### src/rtl/tdc_event_packer.sv
// tdc_event_packer: turns filtered start/stop TDC hits into interval words
// (coarse*32 + bin_start - bin_stop) and queues them in a FWFT result FIFO.
//   clk, rst_n              : clock, synchronous active-low reset
//   start_valid, bin_start  : start hit pulse and its fine bin
//   stop_valid, bin_stop    : stop hit pulse and its fine bin
//   m_data, m_valid, m_ready: FIFO head with valid/ready handshake
//   fifo_count              : FIFO occupancy
//   drop_cnt                : saturating count of results lost to a full FIFO
//   timeout                 : one-cycle pulse when a start never saw a stop
module tdc_event_packer #(
  parameter int unsigned COARSE_W   = 8,
  parameter int unsigned FIFO_DEPTH = 8
) (
  input  logic                          clk,
  input  logic                          rst_n,
  input  logic                          start_valid,
  input  logic [4:0]                    bin_start,
  input  logic                          stop_valid,
  input  logic [4:0]                    bin_stop,
  output logic [COARSE_W+4:0]           m_data,
  output logic                          m_valid,
  input  logic                          m_ready,
  output logic [$clog2(FIFO_DEPTH):0]   fifo_count,
  output logic [7:0]                    drop_cnt,
  output logic                          timeout
);

  localparam int unsigned RES_W = COARSE_W + 5;
  localparam int unsigned PTR_W = $clog2(FIFO_DEPTH);
  localparam int unsigned CNT_W = $clog2(FIFO_DEPTH) + 1;
  localparam logic [COARSE_W-1:0] COARSE_MAX = '1;

  typedef enum logic [1:0] {S_IDLE, S_ARMED, S_CALC, S_PUSH} state_t;

  state_t              r_state, w_next_state;
  logic                w_arm, w_capture_stop, w_inc, w_timeout;
  logic [COARSE_W-1:0] r_coarse;
  logic [4:0]          r_bin_start, r_bin_stop;
  logic [RES_W-1:0]    r_result;
  logic                r_timeout;

  logic [RES_W-1:0]    r_mem [FIFO_DEPTH];
  logic [PTR_W-1:0]    r_wr_ptr, r_rd_ptr;
  logic [CNT_W-1:0]    r_count, w_count_next;
  logic                r_valid;
  logic [7:0]          r_drop;
  logic                w_full, w_pop, w_push, w_drop;

  // State register
  always_ff @(posedge clk) begin
    if (!rst_n) r_state <= S_IDLE;
    else        r_state <= w_next_state;
  end

  // Next-state and event control
  always_comb begin
    w_next_state   = r_state;
    w_arm          = 1'b0;
    w_capture_stop = 1'b0;
    w_inc          = 1'b0;
    w_timeout      = 1'b0;
    case (r_state)
      S_IDLE: begin
        // stop hits in IDLE have no start to pair with
        if (start_valid) begin
          w_arm        = 1'b1;
          w_next_state = S_ARMED;
        end
      end
      S_ARMED: begin
        if (stop_valid) begin
          w_capture_stop = 1'b1;
          w_next_state   = S_CALC;
        end else if (r_coarse == COARSE_MAX) begin
          w_timeout    = 1'b1;
          w_next_state = S_IDLE;
        end else begin
          w_inc = 1'b1;
        end
      end
      S_CALC:  w_next_state = S_PUSH;
      S_PUSH:  w_next_state = S_IDLE;
      default: w_next_state = S_IDLE;
    endcase
  end

  // Coarse counter, bin capture and interval computation
  always_ff @(posedge clk) begin
    if (!rst_n) begin
      r_coarse    <= '0;
      r_bin_start <= '0;
      r_bin_stop  <= '0;
      r_result    <= '0;
      r_timeout   <= 1'b0;
    end else begin
      r_timeout <= w_timeout;
      if (w_arm) begin
        r_bin_start <= bin_start;
        r_coarse    <= COARSE_W'(1);
      end
      if (w_inc)          r_coarse   <= r_coarse + COARSE_W'(1);
      if (w_capture_stop) r_bin_stop <= bin_stop;
      // coarse >= 1 keeps this positive; coarse max + 31 fits RES_W
      if (r_state == S_CALC)
        r_result <= {r_coarse, 5'b0} + RES_W'(r_bin_start) - RES_W'(r_bin_stop);
    end
  end

  assign w_full = (r_count == CNT_W'(FIFO_DEPTH));
  assign w_pop  = r_valid & m_ready;
  // a full FIFO still accepts when the head leaves in the same cycle
  assign w_push = (r_state == S_PUSH) & (~w_full | w_pop);
  assign w_drop = (r_state == S_PUSH) & ~w_push;

  // Occupancy update
  always_comb begin
    w_count_next = r_count;
    case ({w_push, w_pop})
      2'b10:   w_count_next = r_count + CNT_W'(1);
      2'b01:   w_count_next = r_count - CNT_W'(1);
      default: w_count_next = r_count;
    endcase
  end

  // Result FIFO storage, pointers and drop counter
  always_ff @(posedge clk) begin
    if (!rst_n) begin
      for (int i = 0; i < FIFO_DEPTH; i++) r_mem[i] <= '0;
      r_wr_ptr <= '0;
      r_rd_ptr <= '0;
      r_count  <= '0;
      r_valid  <= 1'b0;
      r_drop   <= '0;
    end else begin
      if (w_push) begin
        r_mem[r_wr_ptr] <= r_result;
        r_wr_ptr        <= r_wr_ptr + PTR_W'(1);
      end
      if (w_pop) r_rd_ptr <= r_rd_ptr + PTR_W'(1);
      r_count <= w_count_next;
      r_valid <= (w_count_next != '0);
      if (w_drop && (r_drop != 8'hFF)) r_drop <= r_drop + 8'd1;
    end
  end

  assign m_data     = r_mem[r_rd_ptr];
  assign m_valid    = r_valid;
  assign fifo_count = r_count;
  assign drop_cnt   = r_drop;
  assign timeout    = r_timeout;

endmodule
### config.mk
export PLATFORM = sky130hd
export DESIGN_NAME = tdc_event_packer
export DESIGN_NICKNAME = d
export VERILOG_FILES = /design/src/rtl/tdc_event_packer.sv
export SDC_FILE = /design/constraint.sdc
export NUM_CORES = 1
export LEC_CHECK = 0
export CAP_MARGIN = 20
export CORE_MARGIN = 5
export CORE_UTILIZATION = 55
export CTS_CLUSTER_SIZE = 25
export DETAILED_ROUTE_END_ITERATION = 8
export GPL_TIMING_DRIVEN = 0
export PLACE_DENSITY = 0.71
export SKIP_LAST_GASP = 1
export SLEW_MARGIN = 10
export SYNTH_ARGS = -nofsm -noshare
export SYNTH_HDL_FRONTEND = slang
export SYNTH_SLANG_ARGS = --single-unit
### constraint.sdc
create_clock -name clk -period 2.7 [get_ports clk]
set_clock_uncertainty 0.1 [all_clocks]
set_input_delay 0.27 -clock clk [delete_from_list [all_inputs] [get_ports clk]]
set_output_delay 0.27 -clock clk [all_outputs]
set_load 0.02 [all_outputs]
==> key figures, run 1 <==
Outcome
  – Status: completed

Setup path
  – CP max stage cell: mux4_2
  – Crit-path cells: buf_6, buf_12, mux4_2, mux2_2, dlygate4sd2_1
  – Crit Path Max Fanout: 10
  – R2R cell count: 5
  – Worst Path Arrival: around 2.2 ns
  – Max stage delay on crit path: 0.52 ns
  – Setup Crit Path Kind: reg -> out
  – CP Launch Type: register
  – Worst setup EP type: primary output
  – Crit path required time: 2.33 ns
  – Critical Path Sink: m_data[1]
  – Reg-to-reg endpoint: r_mem[1][10]$_SDFFCE_PN0P_
  – Worst reg2reg setup slack: roughly 0.22 ns

Global routing
  – First-pass GRT wire length: between 20000 and 30000 µm
  – Vias in the first global route: 4930
  – Met3 usage: approximately 3.7%
  – Grt peak-use layer: met2
  – Initial antenna violation count: 0
  – Global-route usage over all layers: around 21%
  – Congestion Overflow GR: 0
  – GR Util met2: 34.6%
  – Largest net degree at the start of global routing: 17
  – GR Layer Usage met1: 27.4%

Clock network
  – H-tree depth: 4
  – Clock buffer depth: 2
  – TritonCTS Buffers: 17
  – Later-pin clock latency in the skew report: 0.42 ns
  – CTS Sinks: 160
  – CTS tree: done
  – Reg clk slew, reported paths: ~0.06 ns
  – # Post-CTS Setup Buffers: 0
  – CTS Hold Bufs: 0
  – Root Driver: clkbuf_16

STA
  – Slew @ Worst Pin: 0.867 ns
  – Setup ws final: ~0.11 ns
  – Max Fclk: 0.386 GHz
  – Slew Limit Headroom: approximately 42%
  – Worst hold margin: 0.111 ns
  – Setup-failing EPs final: 0
  – RSZ-0062 raised after global routing: true
  – Setup TNS: 0 ns
  – Final Cycle Share: 96.0%
  – Max-slew violations: 0
  – Post-layout minimum cycle time: 2.59 ns
  – Final Hold Viols: 0

Die
  – Die Height: approximately 130 µm
  – Num rows: 42
  – Horiz. Die Dim: 126 µm
  – Die area: 16000 µm²
  – Core area: 13200 µm²
  – # IOs: 42
  – Initial core utilization: 56.2%

Final layout
  – Fillers: slightly above 1000
  – Multi-input logic area: 3040 µm²
  – Most frequent cells in the layout: 108 x and2_1, 104 x edfxtp_1, 55 x dfxtp_1
  – Post-route insts no fill: ~860
  – Commonest non-fill, non-tap cell in the layout: and2_1
  – Final Instance Area: 8690 µm²
  – Register Area: 4250 µm²
  – Area delta synth->final: 16.7%
  – # diodes: 0
  – Share of post-route cells with drive strength above 1: 13.6%
  – # nets final: about 700
  – Final core occ: 65.6%

Worst hold path
  – Worst Hold Class: in -> reg

Logic synthesis
  – Synth Area in XOR/XNOR: approximately 1.9%
  – Largest family of logic cells by synthesized area: simple AND/OR/NAND/NOR gates
  – Syn Area/Cell: 12.1 µm²
  – Instance count of the mapped netlist: approximately 600
  – Syn. warnings: 0
  – Post-synth EDFFs: approximately 100
  – Post-Synth Simple-Gate Area: 19.1%
  – Async set or reset register ratio after synthesis: 0%
  – Sequential-to-total area share from yosys stat: 57.0%
  – Multiplexer area fraction after synthesis: 11.3%
  – Syn Nets: around 640
  – Adder-Cell Fraction of Synth Area: 2.12%
  – Post-Syn Area: 7440 µm²
  – Cell variety after synth: 52
  – Dominant synthesized flop cell: edfxtp_1
  – Compound-Gate Fraction of Synth Area: 6.12%
  – #FFs+latches synth: 160

Route
  – WL/cell: between 15 and 20 µm
  – Initial drt markers: 470
  – Routed WL: roughly 16000 µm
  – Drt pass-1 iters: 5
  – ANT nets after route: 0
  – Vias per cell: 5.62
  – DRC violation count after routing: 0
  – Vias after detailed routing: 4840

Placed design
  – Number of port buffers: 40
  – Worst slack at placement: -0.237 ns
  – Routability Congestion: 0.808
  – Area after DPL: 8080 µm²
  – Final HPWL from detailed placement: 10800 µm
  – Placed insts: 830

Power
  – P per Cell Area: 688 nW/µm²
  – Lkg Pwr: 3.15 nW
  – Max VDD drop: 0.498 mV
  – Total chip power: roughly 6 mW

Job
  – Max Cap Viol: 0
==> sequential cells by signal, summed over array words and instances (netlist names), named ones only <==
register     cells
drop_cnt         8
m_valid          1
r_mem          104
r_result        13
r_state          1
r_coarse         8
timeout          1
r_bin_start      5
r_wr_ptr         3
r_bin_stop       5
r_rd_ptr         3
fifo_count       4
==> cells in the mapped netlist (2+ instances only) <==
cell | number | area, µm²
o21a_1 | 2 | 15.0
nand3b_1 | 3 | 22.5
mux4_2 | 26 | 586
nor3_1 | 7 | 35.0
mux2i_1 | 10 | 100
nand4_1 | 3 | 18.8
o31a_1 | 2 | 17.5
a21oi_1 | 26 | 130
nand2b_1 | 10 | 62.6
nor4_2 | 2 | 25.0
o21ai_0 | 27 | 135
inv_1 | 11 | 41.3
and2_1 | 108 | 676
or4_1 | 2 | 15.0
xnor2_1 | 13 | 114
a31oi_1 | 3 | 18.8
nand3_1 | 11 | 55.1
ha_1 | 11 | 138
a211oi_1 | 5 | 37.5
o31ai_1 | 2 | 15.0
nor2_1 | 46 | 173
dfxtp_1 | 56 | 1120
mux2_2 | 14 | 158
nand2_1 | 39 | 146
or3_1 | 4 | 25.0
nor2b_1 | 3 | 18.8
xor2_1 | 3 | 26.3
buf_2 | 7 | 35.0
nand3_2 | 2 | 20.0
nor4_1 | 4 | 25.0
edfxtp_1 | 104 | 3120
clkbuf_1 | 27 | 101
nor3_2 | 2 | 20.0
==> timing repair <==
| item | CTS | global route |
|---|---|---|
| resized for setup | 23 | 7 |
| hold endpoints to repair | 0 | 0 |
| endpoints found under the setup margin | 13 | 39 |
==> metal layers <==
metal | wire length (µm) | share of wire [%] | vias up
met2 | 7860 | 49 | 131
met5 | 0 | 0 | -
li1 | - | - | 2323
met1 | 6920 | 44 | 2361
met3 | 784 | 4.9 | 25
met4 | 343 | 2.2 | 0
==> where the power goes <==
group	internal [mW]	switching [mW]
clock network	1.47	0.905
logic	0.387	0.418
registers	2.71	0.0864
total	4.56	1.41
==> worst min-delay path by stage <==
stage	start	end	slack [ns]	depth (start not counted)
3_3_place_gp	r_bin_start[0]$_SDFFE_PN0P_	r_bin_start[0]$_SDFFE_PN0P_	0.35	2
3_5_place_dp	r_bin_start[2]$_SDFFE_PN0P_	r_bin_start[2]$_SDFFE_PN0P_	0.35	2
5_1_grt	rst_n	drop_cnt[5]$_SDFFE_PN0P_	0.12	3
2_1_floorplan	bin_start[0]	r_bin_start[0]$_SDFFE_PN0P_	0.31	2
4_1_cts	rst_n	drop_cnt[7]$_SDFFE_PN0P_	0.09	3
6_report	rst_n	drop_cnt[7]$_SDFFE_PN0P_	0.11	3
==> kinds of logic (layout without fill, tap and decap cells) <==
| family | after synthesis | after routing |
|---|---|---|
| simple gates | 254 | 254 |
| flops | 160 | 160 |
| compound gates | 76 | 76 |
| mux | 50 | 50 |
| buf+inv | 46 | 117 |
| xor+xnor | 16 | 16 |
| fa+ha+maj | 12 | 12 |
==> worst max-delay path, delay by kind of cell (launching register included) <==
family	cells	cell delay [ns]
flops	1	0.32
mux	2	0.82
buf+inv	3	0.66
==> layout make-up <==
class / instances / area share [%]
inverter: 12 / 0.519
clock inverter: 8 / 1.33
multi-input combinational: 408 / 34.9
sequential: 160 / 48.9
timing repair buffer: 40 / 4.46
tap: 176 / 2.53
clock buffer: 24 / 5.31
buffer: 33 / 2.03
Note: power is estimated with default switching activity, not from simulation.
==> run 2: changes to the inputs <==
--- a/config.mk
+++ b/config.mk
@@ -5,7 +5,9 @@
 export SDC_FILE = /design/constraint.sdc
 export NUM_CORES = 1
 export LEC_CHECK = 0
+export ABC_CLOCK_PERIOD_IN_PS = 2700
 export CAP_MARGIN = 20
+export CORE_ASPECT_RATIO = 0.9
 export CORE_MARGIN = 5
 export CORE_UTILIZATION = 55
 export CTS_CLUSTER_SIZE = 25
==> run 2 against run 1 <==
Compared with the run above: sequential power barely moved; maximum frequency fell by 0.97%; cell count decreased by 0.35%; clock-buffer cell count is 1 higher; critical path type unchanged; largest power group unchanged.
==> key figures, run 2 (synthesis gave the netlist of run 1 again) <==
Route
  – WL/cell: 19.3 µm (+4.6%)
  – Routed WL: 16600 µm (+4.2%)
  – DRC violation count after routing: 0 (unchanged)
  – Vias per cell: 5.67 (+0.91%)
  – Vias after detailed routing: 4867 (+0.56%)
  – Drt pass-1 iters: 5 (unchanged)
  – Initial drt markers: 320 (-32%)
  – ANT nets after route: 0 (unchanged)

Global routing
  – Largest net degree at the start of global routing: 17 (unchanged)
  – Initial antenna violation count: 0 (unchanged)
  – Global-route usage over all layers: 21.9% (+1.2 points)
  – Congestion Overflow GR: 0 (unchanged)
  – Vias in the first global route: 4865 (-1.3%)
  – First-pass GRT wire length: 26300 µm (+2.4%)

Setup path
  – Crit-path cells: buf_8, buf_8, mux4_2, mux2_2, dlygate4sd2_1
  – Most frequent CP cell: buf_8
  – Setup Crit Path Kind: reg -> out
  – CP top delay family: multiplexers
  – CP max stage cell: mux4_2
  – WP buf/inv: 3 (unchanged)
  – Worst Path Arrival: 2.25 ns (+0.03 ns)
  – CP Launch Type: register
  – Crit path required time: 2.33 ns (about the same)
  – Worst setup EP type: primary output
  – Crit Path Max Fanout: 10 (unchanged)
  – Max stage delay on crit path: 0.52 ns (about the same)

STA
  – Max Fclk: 0.382 GHz (-0.97%)
  – Slew @ Worst Pin: 0.885 ns (+0.0180 ns)
  – Final Hold Viols: 0 (unchanged)
  – Setup-failing EPs final: 0 (unchanged)
  – Slew Limit Headroom: 41.0% (-1.2 points)
  – Final Cycle Share: 97.0% (+0.94 points)
  – Post-layout minimum cycle time: 2.62 ns (+0.0253 ns)
  – Max-slew violations: 0 (unchanged)

Clock network
  – H-tree depth: 4 (unchanged)
  – Reg clk slew, reported paths: 0.06 ns (about the same)
  – CTS Sinks: 160 (unchanged)
  – Root Driver: clkbuf_16
  – Later-pin clock latency in the skew report: 0.42 ns (about the same)
  – TritonCTS Buffers: 17 (unchanged)
  – CTS Hold Bufs: 0 (unchanged)
  – CTS tree: done
  – Clock buffer depth: 2 (unchanged)

Final layout
  – Final Instance Area: 8680 µm² (-0.12%)
  – Final core occ: 65.2% (-0.42 points)
  – Largest Register: r_mem
  – Largest register FFs: 104 (unchanged)
  – Biggest regs: r_mem (104), r_result (13)
  – Commonest non-fill, non-tap cell in the layout: and2_1
  – # nets final: 705 (+0.86%)
  – Area delta synth->final: 16.6%
  – Most frequent cells in the layout: 108 x and2_1, 104 x edfxtp_1, 55 x dfxtp_1
  – # diodes: 0 (unchanged)
  – Share of post-route cells with drive strength above 1: 14.5% (+0.92 points)

Power
  – P per Cell Area: 674 nW/µm² (-2.0%)
  – Lkg Pwr: 3.15 nW (+0.14%)
  – Max VDD drop: 0.517 mV (+3.8%)

Die
  – Num rows: 40 (-4.8%)
  – Die area: 16000 µm² (about the same)
  – Initial core utilization: 55.9% (-0.30 points)
  – # IOs: 42 (unchanged)
  – Core area: 13300 µm² (+0.53%)
  – Horiz. Die Dim: 133 µm (+5.0%)
  – Die Height: 120 µm (-4.7%)

Outcome
  – Status: completed

Placed design
  – Area after DPL: 8080 µm² (about the same)
  – Number of port buffers: 40 (unchanged)
  – Final HPWL from detailed placement: 11300 µm (+4.6%)
  – Routability Congestion: 0.827 (+2.4%)

Worst hold path
  – Worst Hold Class: in -> reg

Job
  – Max Cap Viol: 0 (unchanged)
-- run 2: through the flow --
step / TNS, ns / total power, mW / hold WS (ns) / setup WS (ns) / instances
4_1_cts: 0 / 5.84 / 0.0838 / 0.0119 / 853
6_report: 0 / 5.85 / 0.112 / 0.0819 / 858
2_1_floorplan: 0 / 3.38 / 0.306 / 0.261 / 614
3_5_place_dp: -9.29 / 3.66 / 0.354 / -0.286 / 823
5_1_grt: -0.00259 / 6.07 / 0.135 / -0.00259 / 858
3_3_place_gp: -50.36 / 3.63 / 0.351 / -0.900 / 822
-- run 2: where the power goes --
group,internal [mW],switching (mW)
Clock,1.31,0.914
Combinational,0.406,0.428
Sequential,2.71,0.0872
-- run 2: worst min-delay path, stage by stage --
cell	delay [ns]
buf_2	0.17
nand2b_1	0.09
mux2i_1	0.05
-- run 2: path summary, 6_finish.rpt --
path                               start                          end  slack, ns  cells past startpoint
min                                rst_n     drop_cnt[7]$_SDFFE_PN0P_       0.11                      3
min reg2reg  r_bin_start[3]$_SDFFE_PN0P_  r_bin_start[3]$_SDFFE_PN0P_       0.36                      2
max                             register                   m_data[10]       0.08                      5
max reg2reg                     register    r_mem[2][7]$_SDFFCE_PN0P_       0.29                      4
-- run 2: cell type report --
type | count | area, µm²
inverter | 12 | 45.0
buffer | 33 | 170
sequential | 160 | 4250
timing repair buffer | 46 | 433
tap | 168 | 210
clock buffer | 25 | 475
multi-input combinational | 408 | 3040
clock inverter | 6 | 60.1
fill | 1012 | 4640
-- run 2: layer usage --
metal	track usage (%)	vias to the layer above	part of all wire [%]
li1	-	2338	-
met1	29.3	2371	44
met2	35.6	141	49
met3	5.66	17	5.4
met4	6.49	0	1.3
met5	0	-	0
-- run 2: repair_timing --
item                       4_1_cts  5_1_grt
setup endpoints to repair       13       51
pin swaps                        0        0
buffers inserted                 0        5
resized for setup               24        6
==> run 3: changes to the inputs <==
--- a/config.mk
+++ b/config.mk
@@ -13,6 +13,7 @@
 export CTS_CLUSTER_SIZE = 25
 export DETAILED_ROUTE_END_ITERATION = 8
 export GPL_TIMING_DRIVEN = 0
+export MAX_ROUTING_LAYER = met4
 export PLACE_DENSITY = 0.71
 export SKIP_LAST_GASP = 1
 export SLEW_MARGIN = 10
==> run 3 against run 2 <==
Compared with the run above: wire length increased by 0.18%; register-to-register slack improved by 0.02 ns; non-clock buffer count unchanged.
==> key figures, run 3 (synthesis gave the netlist of run 1 again) <==
Die
  – Num rows: 40 (unchanged)
  – Die area: 16000 µm² (unchanged)
  – Horiz. Die Dim: 133 µm (unchanged)
  – Die Height: 120 µm (unchanged)
  – Core area: 13300 µm² (unchanged)
  – # IOs: 42 (unchanged)
  – Initial core utilization: 55.9% (unchanged)

Final layout
  – Area delta synth->final: 16.6% (unchanged)
  – Final Instance Area: 8680 µm² (unchanged)
  – Commonest non-fill, non-tap cell in the layout: and2_1
  – Most frequent cells in the layout: 108 x and2_1, 104 x edfxtp_1, 55 x dfxtp_1
  – # diodes: 0 (unchanged)
  – Largest Register: r_mem
  – # nets final: 705 (unchanged)
  – Biggest regs: r_mem (104), r_result (13)
  – Share of post-route cells with drive strength above 1: 14.5% (unchanged)
  – Post-route insts no fill: 858 (unchanged)
  – Largest register FFs: 104 (unchanged)

Route
  – ANT nets after route: 0 (unchanged)
  – Vias after detailed routing: 4857 (-0.21%)
  – WL/cell: 19.4 µm (+0.18%)
  – Vias per cell: 5.66 (-0.21%)
  – DRC violation count after routing: 0 (unchanged)
  – Drt pass-1 iters: 5 (unchanged)
  – Routed WL: 16600 µm (+0.18%)
  – Initial drt markers: 319 (-0.31%)

Global routing
  – First-pass GRT wire length: 26300 µm (+0.11%)
  – Largest net degree at the start of global routing: 17 (unchanged)
  – Initial antenna violation count: 0 (unchanged)
  – Global-route usage over all layers: 22.5% (+0.67 points)
  – Vias in the first global route: 4864 (-0.021%)
  – Congestion Overflow GR: 0 (unchanged)

Clock network
  – Later-pin clock latency in the skew report: 0.43 ns (about the same)
  – TritonCTS Buffers: 17 (unchanged)
  – CTS tree: done
  – CTS Hold Bufs: 0 (unchanged)
  – H-tree depth: 4 (unchanged)
  – Root Driver: clkbuf_16
  – CTS Sinks: 160 (unchanged)
  – Clock buffer depth: 2 (unchanged)
  – Reg clk slew, reported paths: 0.06 ns (about the same)

STA
  – Post-layout minimum cycle time: 2.62 ns (+0.00633 ns)
  – Slew Limit Headroom: 41.1% (+0.054 points)
  – Final Cycle Share: 97.2% (+0.23 points)
  – Max-slew violations: 0 (unchanged)
  – Setup-failing EPs final: 0 (unchanged)
  – Slew @ Worst Pin: 0.876 ns (-0.00818 ns)
  – Max Fclk: 0.381 GHz (-0.24%)
  – Final Hold Viols: 0 (unchanged)

Setup path
  – Crit Path Max Fanout: 10 (unchanged)
  – Worst Path Arrival: 2.25 ns (about the same)
  – CP Launch Type: register
  – Crit path required time: 2.33 ns (about the same)
  – Worst reg2reg setup slack: 0.31 ns (+0.02 ns)
  – Setup Crit Path Kind: reg -> out
  – Worst setup EP type: primary output

Job
  – Max Cap Viol: 0 (unchanged)

Power
  – P per Cell Area: 675 nW/µm² (about the same)
  – Lkg Pwr: 3.15 nW (unchanged)
  – Total chip power: 5.85 mW (about the same)
  – Max VDD drop: 0.523 mV (+1.2%)

Placed design
  – Area after DPL: 8080 µm² (unchanged)
  – Placed insts: 823 (unchanged)
  – Number of port buffers: 40 (unchanged)
  – Routability Congestion: 0.840 (+1.5%)
  – Final HPWL from detailed placement: 11300 µm (unchanged)

Worst hold path
  – Beginning of the worst hold path: rst_n
  – Worst Hold Class: in -> reg

Outcome
  – Status: completed
-- run 3: stage by stage --
| stage | utilization (%) | setup WS (ns) | setup TNS [ns] | hold WS, ns |
|---|---|---|---|---|
| finish | 65.2 | 0.0756 | 0 | 0.111 |
| global route | 65.2 | -0.00536 | -0.00536 | 0.132 |
| CTS | 64.8 | 0.0119 | 0 | 0.0838 |
| floorplan | - | 0.261 | 0 | 0.306 |
| detailed placement | 60.7 | -0.286 | -9.29 | 0.354 |
| global placement | 60.5 | -0.900 | -50.36 | 0.351 |
-- run 3: power breakdown --
| group | internal [mW] | switching, mW |
|---|---|---|
| sequential | 2.71 | 0.0874 |
| combinational | 0.406 | 0.428 |
| clock | 1.31 | 0.919 |
| total | 4.42 | 1.44 |
-- run 3: worst max-delay path, cell delays in order (launching register included) --
cell and delay [ns]:
dfxtp_1 0.37, buf_8 0.15, buf_8 0.18, mux4_2 0.52, mux2_2 0.28, dlygate4sd2_1 0.33
-- run 3: area by class of cell --
type | count | area (µm²)
buffer | 33 | 170
timing repair buffer | 46 | 433
fill | 1012 | 4640
clock buffer | 25 | 475
multi-input combinational | 408 | 3040
tap | 168 | 210
sequential | 160 | 4250
inverter | 12 | 45.0
clock inverter | 6 | 60.1
-- run 3: repair_timing --
action,4_1_cts,5_1_grt
setup buffers,0,5
gates resized for setup,24,6
setup endpoints to repair,13,51
-- run 3: worst paths after layout --
check | depth (start not counted) | to
worst max register to register | 4 | r_mem[2][7]$_SDFFCE_PN0P_
worst min register to register | 2 | r_bin_start[3]$_SDFFE_PN0P_
worst max-delay path | 5 | m_data[10]
worst min-delay path | 3 | drop_cnt[7]$_SDFFE_PN0P_
-- run 3: layer usage --
layer  track usage (%)  routed length, µm  share of wire (%)  vias up
met3              6.03                833                5.0       16
met2              35.6               8120                 49      136
met4              5.91                231                1.4        0
met1              29.4               7420                 45     2369
li1                  -                  -                  -     2336
met5                 -                  0                  0        -
